<file path="config.mk">
export PLATFORM = sky130hd
export DESIGN_NAME = pwm_capture
export DESIGN_NICKNAME = d
export VERILOG_FILES = /design/src/rtl/pwm_pkg.sv /design/src/rtl/pwm_in_sync.sv /design/src/rtl/pwm_capture.sv
export SDC_FILE = /design/constraint.sdc
export NUM_CORES = 1
export LEC_CHECK = 0
export ABC_AREA = 1
export CAP_MARGIN = 10
export CORE_MARGIN = 4
export CORE_UTILIZATION = 35
export CTS_CLUSTER_DIAMETER = 50
export DETAILED_ROUTE_END_ITERATION = 10
export PLACE_DENSITY = 0.54
export SYNTH_ARGS = -nofsm -noshare
export SYNTH_HDL_FRONTEND = slang
export SYNTH_SLANG_ARGS = --single-unit
</file>
<file path="constraint.sdc">
create_clock -name clk -period 4.6 [get_ports clk]
set_clock_uncertainty 0.1 [all_clocks]
set_input_delay 1.38 -clock clk [delete_from_list [all_inputs] [get_ports clk]]
set_output_delay 1.38 -clock clk [all_outputs]
set_load 0.005 [all_outputs]
</file>
<file path="src/rtl/pwm_pkg.sv">
// Shared definitions for the 10-step PWM generator and its capture counterpart.
package pwm_pkg;

  localparam int unsigned PWM_PERIOD = 10;
  localparam int unsigned DUTY_MIN   = 1;
  localparam int unsigned DUTY_MAX   = 8;
  localparam int unsigned CODE_W     = 3;

  typedef enum logic {
    WAIT_FIRST = 1'b0,
    MEASURE    = 1'b1
  } pwm_state_e;

  // High time that maps onto a legal switch code.
  function automatic logic duty_in_range(input int unsigned high);
    return (high >= DUTY_MIN) && (high <= DUTY_MAX);
  endfunction

endpackage

</file>
<file path="src/rtl/pwm_in_sync.sv">
// Two-flop synchronizer for the asynchronous PWM input, with rising-edge detect.
module pwm_in_sync (
  input  logic clk,
  input  logic rst,
  input  logic pwm_in,
  output logic level,
  output logic rise_c
);

  logic s1;
  logic s2;
  logic prev;

  always_ff @(posedge clk or posedge rst) begin
    if (rst) begin
      s1   <= 1'b0;
      s2   <= 1'b0;
      prev <= 1'b0;
    end else begin
      s1   <= pwm_in;
      s2   <= s1;
      prev <= s2;
    end
  end

  assign level  = s2;
  assign rise_c = s2 & ~prev;

endmodule

</file>
<file path="src/rtl/pwm_capture.sv">
// Measures period and high time of a PWM input and decodes the duty level to a 3-bit code.
module pwm_capture
  import pwm_pkg::*;
#(
  parameter int unsigned CNT_W      = 6,
  parameter int unsigned PERIOD_NOM = PWM_PERIOD,
  parameter int unsigned TIMEOUT    = 32
) (
  input  logic              clk,
  input  logic              rst,
  input  logic              pwm_in,
  input  logic              en,
  output logic [CNT_W-1:0]  period_cnt,
  output logic [CNT_W-1:0]  high_cnt,
  output logic [CODE_W-1:0] duty_code,
  output logic              meas_valid,
  output logic              err,
  output logic              timeout
);

  localparam logic [CNT_W-1:0] ONE     = CNT_W'(1);
  localparam logic [CNT_W-1:0] NOM     = CNT_W'(PERIOD_NOM);
  localparam logic [CNT_W-1:0] TO_LAST = CNT_W'(TIMEOUT - 1);
  localparam logic [CNT_W-1:0] TO_HOLD = CNT_W'(TIMEOUT);

  pwm_state_e state_q, state_d;
  logic [CNT_W-1:0]  pcnt_q, pcnt_d;
  logic [CNT_W-1:0]  hcnt_q, hcnt_d;
  logic [CNT_W-1:0]  to_q, to_d;
  logic [CNT_W-1:0]  period_d, high_d;
  logic [CODE_W-1:0] code_d;
  logic              valid_d, err_d, timeout_d;
  logic              pwm_lvl, pwm_rise;
  logic              meas_ok;

  pwm_in_sync u_sync (
    .clk    (clk),
    .rst    (rst),
    .pwm_in (pwm_in),
    .level  (pwm_lvl),
    .rise_c (pwm_rise)
  );

  function automatic logic [CNT_W-1:0] sat_inc(input logic [CNT_W-1:0] v, input logic inc);
    if (inc && (v != '1)) return v + ONE;
    return v;
  endfunction

  assign meas_ok = duty_in_range(32'(hcnt_q)) && (pcnt_q == NOM);

  always_ff @(posedge clk or posedge rst) begin
    if (rst) state_q <= WAIT_FIRST;
    else     state_q <= state_d;
  end

  // Next state, counters and result registers; rise takes priority over timeout.
  always_comb begin
    state_d   = state_q;
    pcnt_d    = pcnt_q;
    hcnt_d    = hcnt_q;
    to_d      = to_q;
    period_d  = period_cnt;
    high_d    = high_cnt;
    code_d    = duty_code;
    valid_d   = 1'b0;
    err_d     = err;
    timeout_d = timeout;

    if (!en) begin
      state_d = WAIT_FIRST;
      pcnt_d  = '0;
      hcnt_d  = '0;
      to_d    = '0;
    end else if (pwm_rise) begin
      state_d = MEASURE;
      pcnt_d  = ONE;
      hcnt_d  = ONE;
      to_d    = '0;
      if (state_q == MEASURE) begin
        period_d  = pcnt_q;
        high_d    = hcnt_q;
        code_d    = meas_ok ? CODE_W'(hcnt_q - ONE) : '0;
        err_d     = ~meas_ok;
        valid_d   = 1'b1;
        timeout_d = 1'b0;
      end
    end else begin
      if (state_q == MEASURE) begin
        pcnt_d = sat_inc(pcnt_q, 1'b1);
        hcnt_d = sat_inc(hcnt_q, pwm_lvl);
      end
      // Counter parks at TIMEOUT so a stuck input reports only once.
      if (to_q == TO_LAST) begin
        to_d      = TO_HOLD;
        state_d   = WAIT_FIRST;
        pcnt_d    = '0;
        hcnt_d    = '0;
        valid_d   = 1'b1;
        err_d     = 1'b1;
        timeout_d = 1'b1;
      end else if (to_q < TO_HOLD) begin
        to_d = to_q + ONE;
      end
    end
  end

  always_ff @(posedge clk or posedge rst) begin
    if (rst) begin
      pcnt_q     <= '0;
      hcnt_q     <= '0;
      to_q       <= '0;
      period_cnt <= '0;
      high_cnt   <= '0;
      duty_code  <= '0;
      meas_valid <= 1'b0;
      err        <= 1'b0;
      timeout    <= 1'b0;
    end else begin
      pcnt_q     <= pcnt_d;
      hcnt_q     <= hcnt_d;
      to_q       <= to_d;
      period_cnt <= period_d;
      high_cnt   <= high_d;
      duty_code  <= code_d;
      meas_valid <= valid_d;
      err        <= err_d;
      timeout    <= timeout_d;
    end
  end

endmodule
</file>
==> flow_summary.ini, run 1 <==
[run_status]
status = finished clean

[clock_network]
clockBufferDepth = 2
clk_pin_slew_ps = 80
cts-root-buf = clkbuf_8
cts_resized = 0
insertion_delay_ps = 290
ctsHoldBuffers = 0
cts-buffers-inserted = 5
cts_setup_buffers = 0
tritoncts = built
cts.sinks = 40
htreeDepth = 2

[cells_and_area]
syn2layout_area_growth_pct = 19.4
multi_input_area_um2 = 835
finish.utilization_pct = 43.2
antenna-diode-count = 0
register_area_um2 = 1000
n_fill_cell = 543
drive_above_1_share_pct = 10.6
fin_nets = 273

[die]
initial_utilization_pct = 36.2
die_h_um = 83.4
coreArea_um2 = 5510
io_pins = 22
die-area_um2 = 6960
dieWidth_um = 83.4
core.rowCount = 27

[yosys]
ys_ff_latch = 40
yosysTopAreaCell = dfrtp_1
yosysUniqueCellTypes = 25
syn_inst = 237
synth_edf_count = 0
synth_common_cells = 65 x nand2_1, 40 x dfrtp_1, 29 x inv_1
synth.area.top_cells = dfrtp_1 50%, nand2_1 12%, nand3_1 5.8%
yosysMostFrequentCell = nand2_1
synthArstFlopShare_pct = 100
synth_top_area_share_pct = 50.3
yosysSeqAreaShare_pct = 50.3
synth.cell_area_um2 = 1990
ys_warn_count = 0
syn_area_per_cell_um2 = 8.40
synthFlopType = dfrtp_1
syn_nets = 248

[sta]
fin_crit_ps = 3070
setup_tns_ps = 0
slew_headroom_pct = 47.7
fmax_ghz = 0.325
setup_viol = 0
slew_viol_final = 0
finalCritPeriodShare_pct = 66.8
worst_pin_slew_ps = 781
rsz0062_at_grt = false
hold_viol_final = 0
setup_slack_ps = 1530

[routing]
via_per_inst = 4.66
postRouteAntennaNets = 0
wirelength_um = 3870
wl_per_cell_um = 11.6
firstDrtPassIters = 4
drt_iter0_drc = 117
route.vias.total = 1562
drc_errors = 0

[pwr]
p_comb_share_pct = 13.9
p_clk_share_pct = 36.4
switching_share_pct = 24.9
leakage_nw = 1.12
ir_drop_mv = 0.184
p_sw_uw = 197
p_per_area_nw_per_um2 = 333
share_seq_of_total_power_pct = 49.7
p_int_uw = 593

[grt]
grt_overflow = 0
grt.total_usage_pct = 12.2
grt_max_degree = 41
grt_pass1_wl_um = 6870
antenna_found_initial = 0
grt_pass1_vias = 1505

[setup_path]
start_kind = input pin
worstSetupEndpointType = flop
worstPathRequired_ps = 4680
rr_startpoint = to_q[0]
r2r-end = pcnt_q[0]
worstSetupPathType = input pin to flop
rr_worst_depth = 7
cp.arrival_ps = 3150
crit_fanout = 11
regToRegSetupSlack_ps = 2520

[job]
cap_violations = 0

[hold_path]
min_to = u_sync.level
hold_start = u_sync.s1
holdPathStages = 0
min-delay-path-class = flop to flop

[placement]
pre_cts_slack_ps = 1220
post-dp-hpwl_um = 2820
place_congestion = 0.796
portBuffers = 21
logic make-up (layout without fill, tap and decap cells):
group	count (synthesis)	in the layout	share of synthesized area, %
adders and majority gates	7	7	4.40
DFF	40	40	50.3
xor gates and xnor gates	1	1	0.440
buffers and inverters	36	62	7.79
and+or+nand+nor	114	114	24.9
AOI/OAI and AO/OA	39	39	12.2
per-layer routing:
layer  routed length (um)  track usage, %  vias up  share of wire, %
met1                 2030            17.2      715                52
met3                  207            3.17        5               5.3
met5                    0               0        -                 0
met4                   53            5.26        0               1.4
li1                     -               -      809                 -
met2                 1580            17.6       33                41
through the flow:
step / instances / hold WS [ps] / total power, mW / cell area (um^2)
final: 335 / 255 / 0.791 / 2380
after global routing: 335 / 260 / 0.838 / 2380
after CTS: 335 / 257 / 0.802 / 2380
after detailed placement: 327 / 240 / 0.512 / 2270
after global placement: 327 / 233 / 0.512 / 2270
after floorplan: 237 / 231 / 0.455 / 1990
power by group through the flow:
stage | Combinational [mW] | Clock, mW | Sequential, mW
6_report | 0.110 | 0.288 | 0.393
3_5_place_dp | 0.112 | 0 | 0.400
3_3_place_gp | 0.112 | 0 | 0.400
4_1_cts | 0.113 | 0.296 | 0.393
5_1_grt | 0.124 | 0.316 | 0.397
2_1_floorplan | 0.0570 | 0 | 0.398
cell type report:
class,instances,share of cell area [%]
sequential,40,42.1
multi-input combinational,161,35.1
timing repair buffer,22,9.16
tap,72,3.79
clock inverter,3,1.79
clock buffer,5,2.89
inverter,32,5.16
critical path, stage by stage:
cell and delay, ps:
clkdlybuf4s50_1 570, nand2_1 150, nor2_1 630, nand2_1 230, nand2_1 130, o21ai_1 60
worst max path at each step:
stage | cells past startpoint | start | slack, ps | end
floorplan | 1 | rst | 2200 | duty_code[0]
global placement | 6 | en | 1290 | pcnt_q[0]
detailed placement | 6 | en | 1220 | pcnt_q[4]
CTS | 6 | en | 1510 | pcnt_q[4]
global route | 6 | en | 1330 | pcnt_q[0]
finish | 6 | en | 1530 | pcnt_q[0]
flip-flops by register name, summed over array words and instances, names as in the netlist, 3 cells and up:
signal / count
to_q: 6
period_cnt: 6
hcnt_q: 6
high_cnt: 6
duty_code: 3
pcnt_q: 6
placed cells by master (no fill, tap or decap):
master / n
a21oi_1: 8
a31oi_1: 1
buf_4: 1
bufinv_16: 1
clkbuf_8: 5
clkdlybuf4s50_1: 21
clkinv_2: 1
clkinvlp_4: 1
dfrtp_1: 40
ha_1: 7
inv_1: 29
inv_2: 2
inv_4: 1
nand2_1: 65
nand2_2: 1
nand3_1: 23
nand3b_1: 1
nand4_1: 3
nor2_1: 17
nor2_2: 1
nor2_4: 1
nor3_4: 1
o211ai_1: 1
o21a_1: 1
o21ai_0: 12
o21ai_1: 5
o21ai_2: 11
or2_2: 1
xor2_1: 1
Power figures use the tool's default switching activity.
==> run 2: changes to the inputs <==
==> constraint.sdc (replaced) <==
create_clock -name clk -period 2.85 [get_ports clk]
set_clock_uncertainty 0.1 [all_clocks]
set_input_delay 0.855 -clock clk [delete_from_list [all_inputs] [get_ports clk]]
set_output_delay 0.855 -clock clk [all_outputs]
set_load 0.005 [all_outputs]
==> run 2 against run 1 <==
Compared with the run above: final cell count increased by 0.60%; register-to-register slack got worse by 1500 ps; critical path depth increased by 1; flip-flop and latch count unchanged; sequential share of layout area decreased by 0.20 points; power increased by 60%; via count increased by 3.0%; worst hold slack got worse by 6.5 ps; non-clock buffer count increased by 2; routed wire length increased by 1.3%; core utilization increased by 0.20 points.
==> flow_summary.ini, run 2 (synthesis gave the netlist of run 1 again) <==
[run_status]
status = finished clean

[sta]
slew_headroom_pct = 66.6
worst_pin_slew_ps = 501
finalCritPeriodShare_pct = 80.5
fmax_ghz = 0.436
hold_viol_final = 0
slew_viol_final = 0
fin_crit_ps = 2300
setup_tns_ps = 0
setup_viol = 0
rsz0062_at_grt = false

[die]
initial_utilization_pct = 36.2
die_h_um = 83.4
io_pins = 22
die-area_um2 = 6960
core.rowCount = 27
coreArea_um2 = 5510
dieWidth_um = 83.4

[clock_network]
cts_setup_buffers = 0
ctsHoldBuffers = 0
cts_resized = 0
cts.sinks = 40
insertion_delay_ps = 290
tritoncts = built
cts-root-buf = clkbuf_8
clk_pin_slew_ps = 80
clockBufferDepth = 2
htreeDepth = 2
cts-buffers-inserted = 5

[job]
cap_violations = 0

[setup_path]
cp.arrival_ps = 2380
regToRegSetupSlack_ps = 1050
crit_fanout = 6
r2r-end = hcnt_q[0]
start_kind = input pin
rr_worst_depth = 8
rr_startpoint = to_q[0]
worstSetupEndpointType = flop
worstSetupPathType = input pin to flop
worstPathRequired_ps = 2930

[routing]
via_per_inst = 4.77
route.vias.total = 1609
drc_errors = 0
wl_per_cell_um = 11.6
drt_iter0_drc = 89
postRouteAntennaNets = 0
firstDrtPassIters = 6
wirelength_um = 3930

[placement]
portBuffers = 21
place_congestion = 0.923
post-dp-hpwl_um = 2900
placedCellCount = 329

[grt]
grt_max_degree = 41
grt_pass1_wl_um = 7220
grt.total_usage_pct = 12.6
antenna_found_initial = 0
grt_pass1_vias = 1617
grt_overflow = 0

[pwr]
p_clk_share_pct = 35.8
p_int_uw = 960
p_comb_share_pct = 14.2
ir_drop_mv = 0.249
switching_share_pct = 24.0
share_seq_of_total_power_pct = 50.1
p_sw_uw = 304
leakage_nw = 1.13
p_per_area_nw_per_um2 = 529

[hold_path]
min_to = u_sync.level
min-delay-path-class = flop to flop
holdPathStages = 0
hold_start = u_sync.s1

[cells_and_area]
drive_above_1_share_pct = 10.9
fin_nets = 275
final_cells = 337
layout_commonest_cell = nand2_1
syn2layout_area_growth_pct = 20.0
antenna-diode-count = 0
layout_common_cells = 65 x nand2_1, 40 x dfrtp_1, 29 x inv_1
[run 2: critical path: stages]
cell             delay [ps]
clkdlybuf4s50_1         590
nand2_1                 150
nor2_1                  350
buf_4                   230
o21ai_2                  70
nand3_1                  70
nand2_1                  60
[run 2: worst max path at each step]
stage                   end  slack [ps]  cells after the start  from
2_1_floorplan  duty_code[0]         980                      1   rst
4_1_cts           hcnt_q[0]         590                      7    en
3_3_place_gp      hcnt_q[0]         320                      7    en
5_1_grt           hcnt_q[0]         370                      7    en
3_5_place_dp      hcnt_q[0]         290                      7    en
6_report          hcnt_q[0]         550                      7    en
[run 2: layer usage]
layer,global-route usage (%),vias up,routed length [um]
met4,3.51,0,48
met1,16.0,751,1880
met2,20.8,38,1770
met3,3.87,5,223
li1,-,815,-
met5,0,-,0
[run 2: power by group through the flow]
| stage | registers [mW] | clock network, mW | logic (mW) |
|---|---|---|---|
| after floorplan | 0.642 | 0 | 0.0920 |
| after CTS | 0.634 | 0.473 | 0.184 |
| after global placement | 0.644 | 0 | 0.182 |
| final | 0.633 | 0.452 | 0.179 |
| after detailed placement | 0.645 | 0 | 0.183 |
| after global routing | 0.641 | 0.497 | 0.207 |
[run 2: layout make-up]
type | count | area, um^2
Tap cell | 72 | 90.1
Sequential cell | 40 | 1000
Timing Repair Buffer | 24 | 233
Clock inverter | 2 | 35.0
Multi-Input combinational cell | 161 | 835
Clock buffer | 6 | 72.6
Inverter | 32 | 123
Fill cell | 544 | 3120
[run 2: per-stage QoR]
step | hold slack, ps | power, mW | worst slack, ps | cell area, um^2 | utilization [%]
global placement | 234 | 0.826 | 318 | 2280 | 41.4
CTS | 253 | 1.29 | 587 | 2390 | 43.4
detailed placement | 236 | 0.828 | 295 | 2280 | 41.4
floorplan | 231 | 0.734 | 977 | 1990 | -
global route | 265 | 1.35 | 367 | 2390 | 43.4
finish | 249 | 1.26 | 555 | 2390 | 43.4
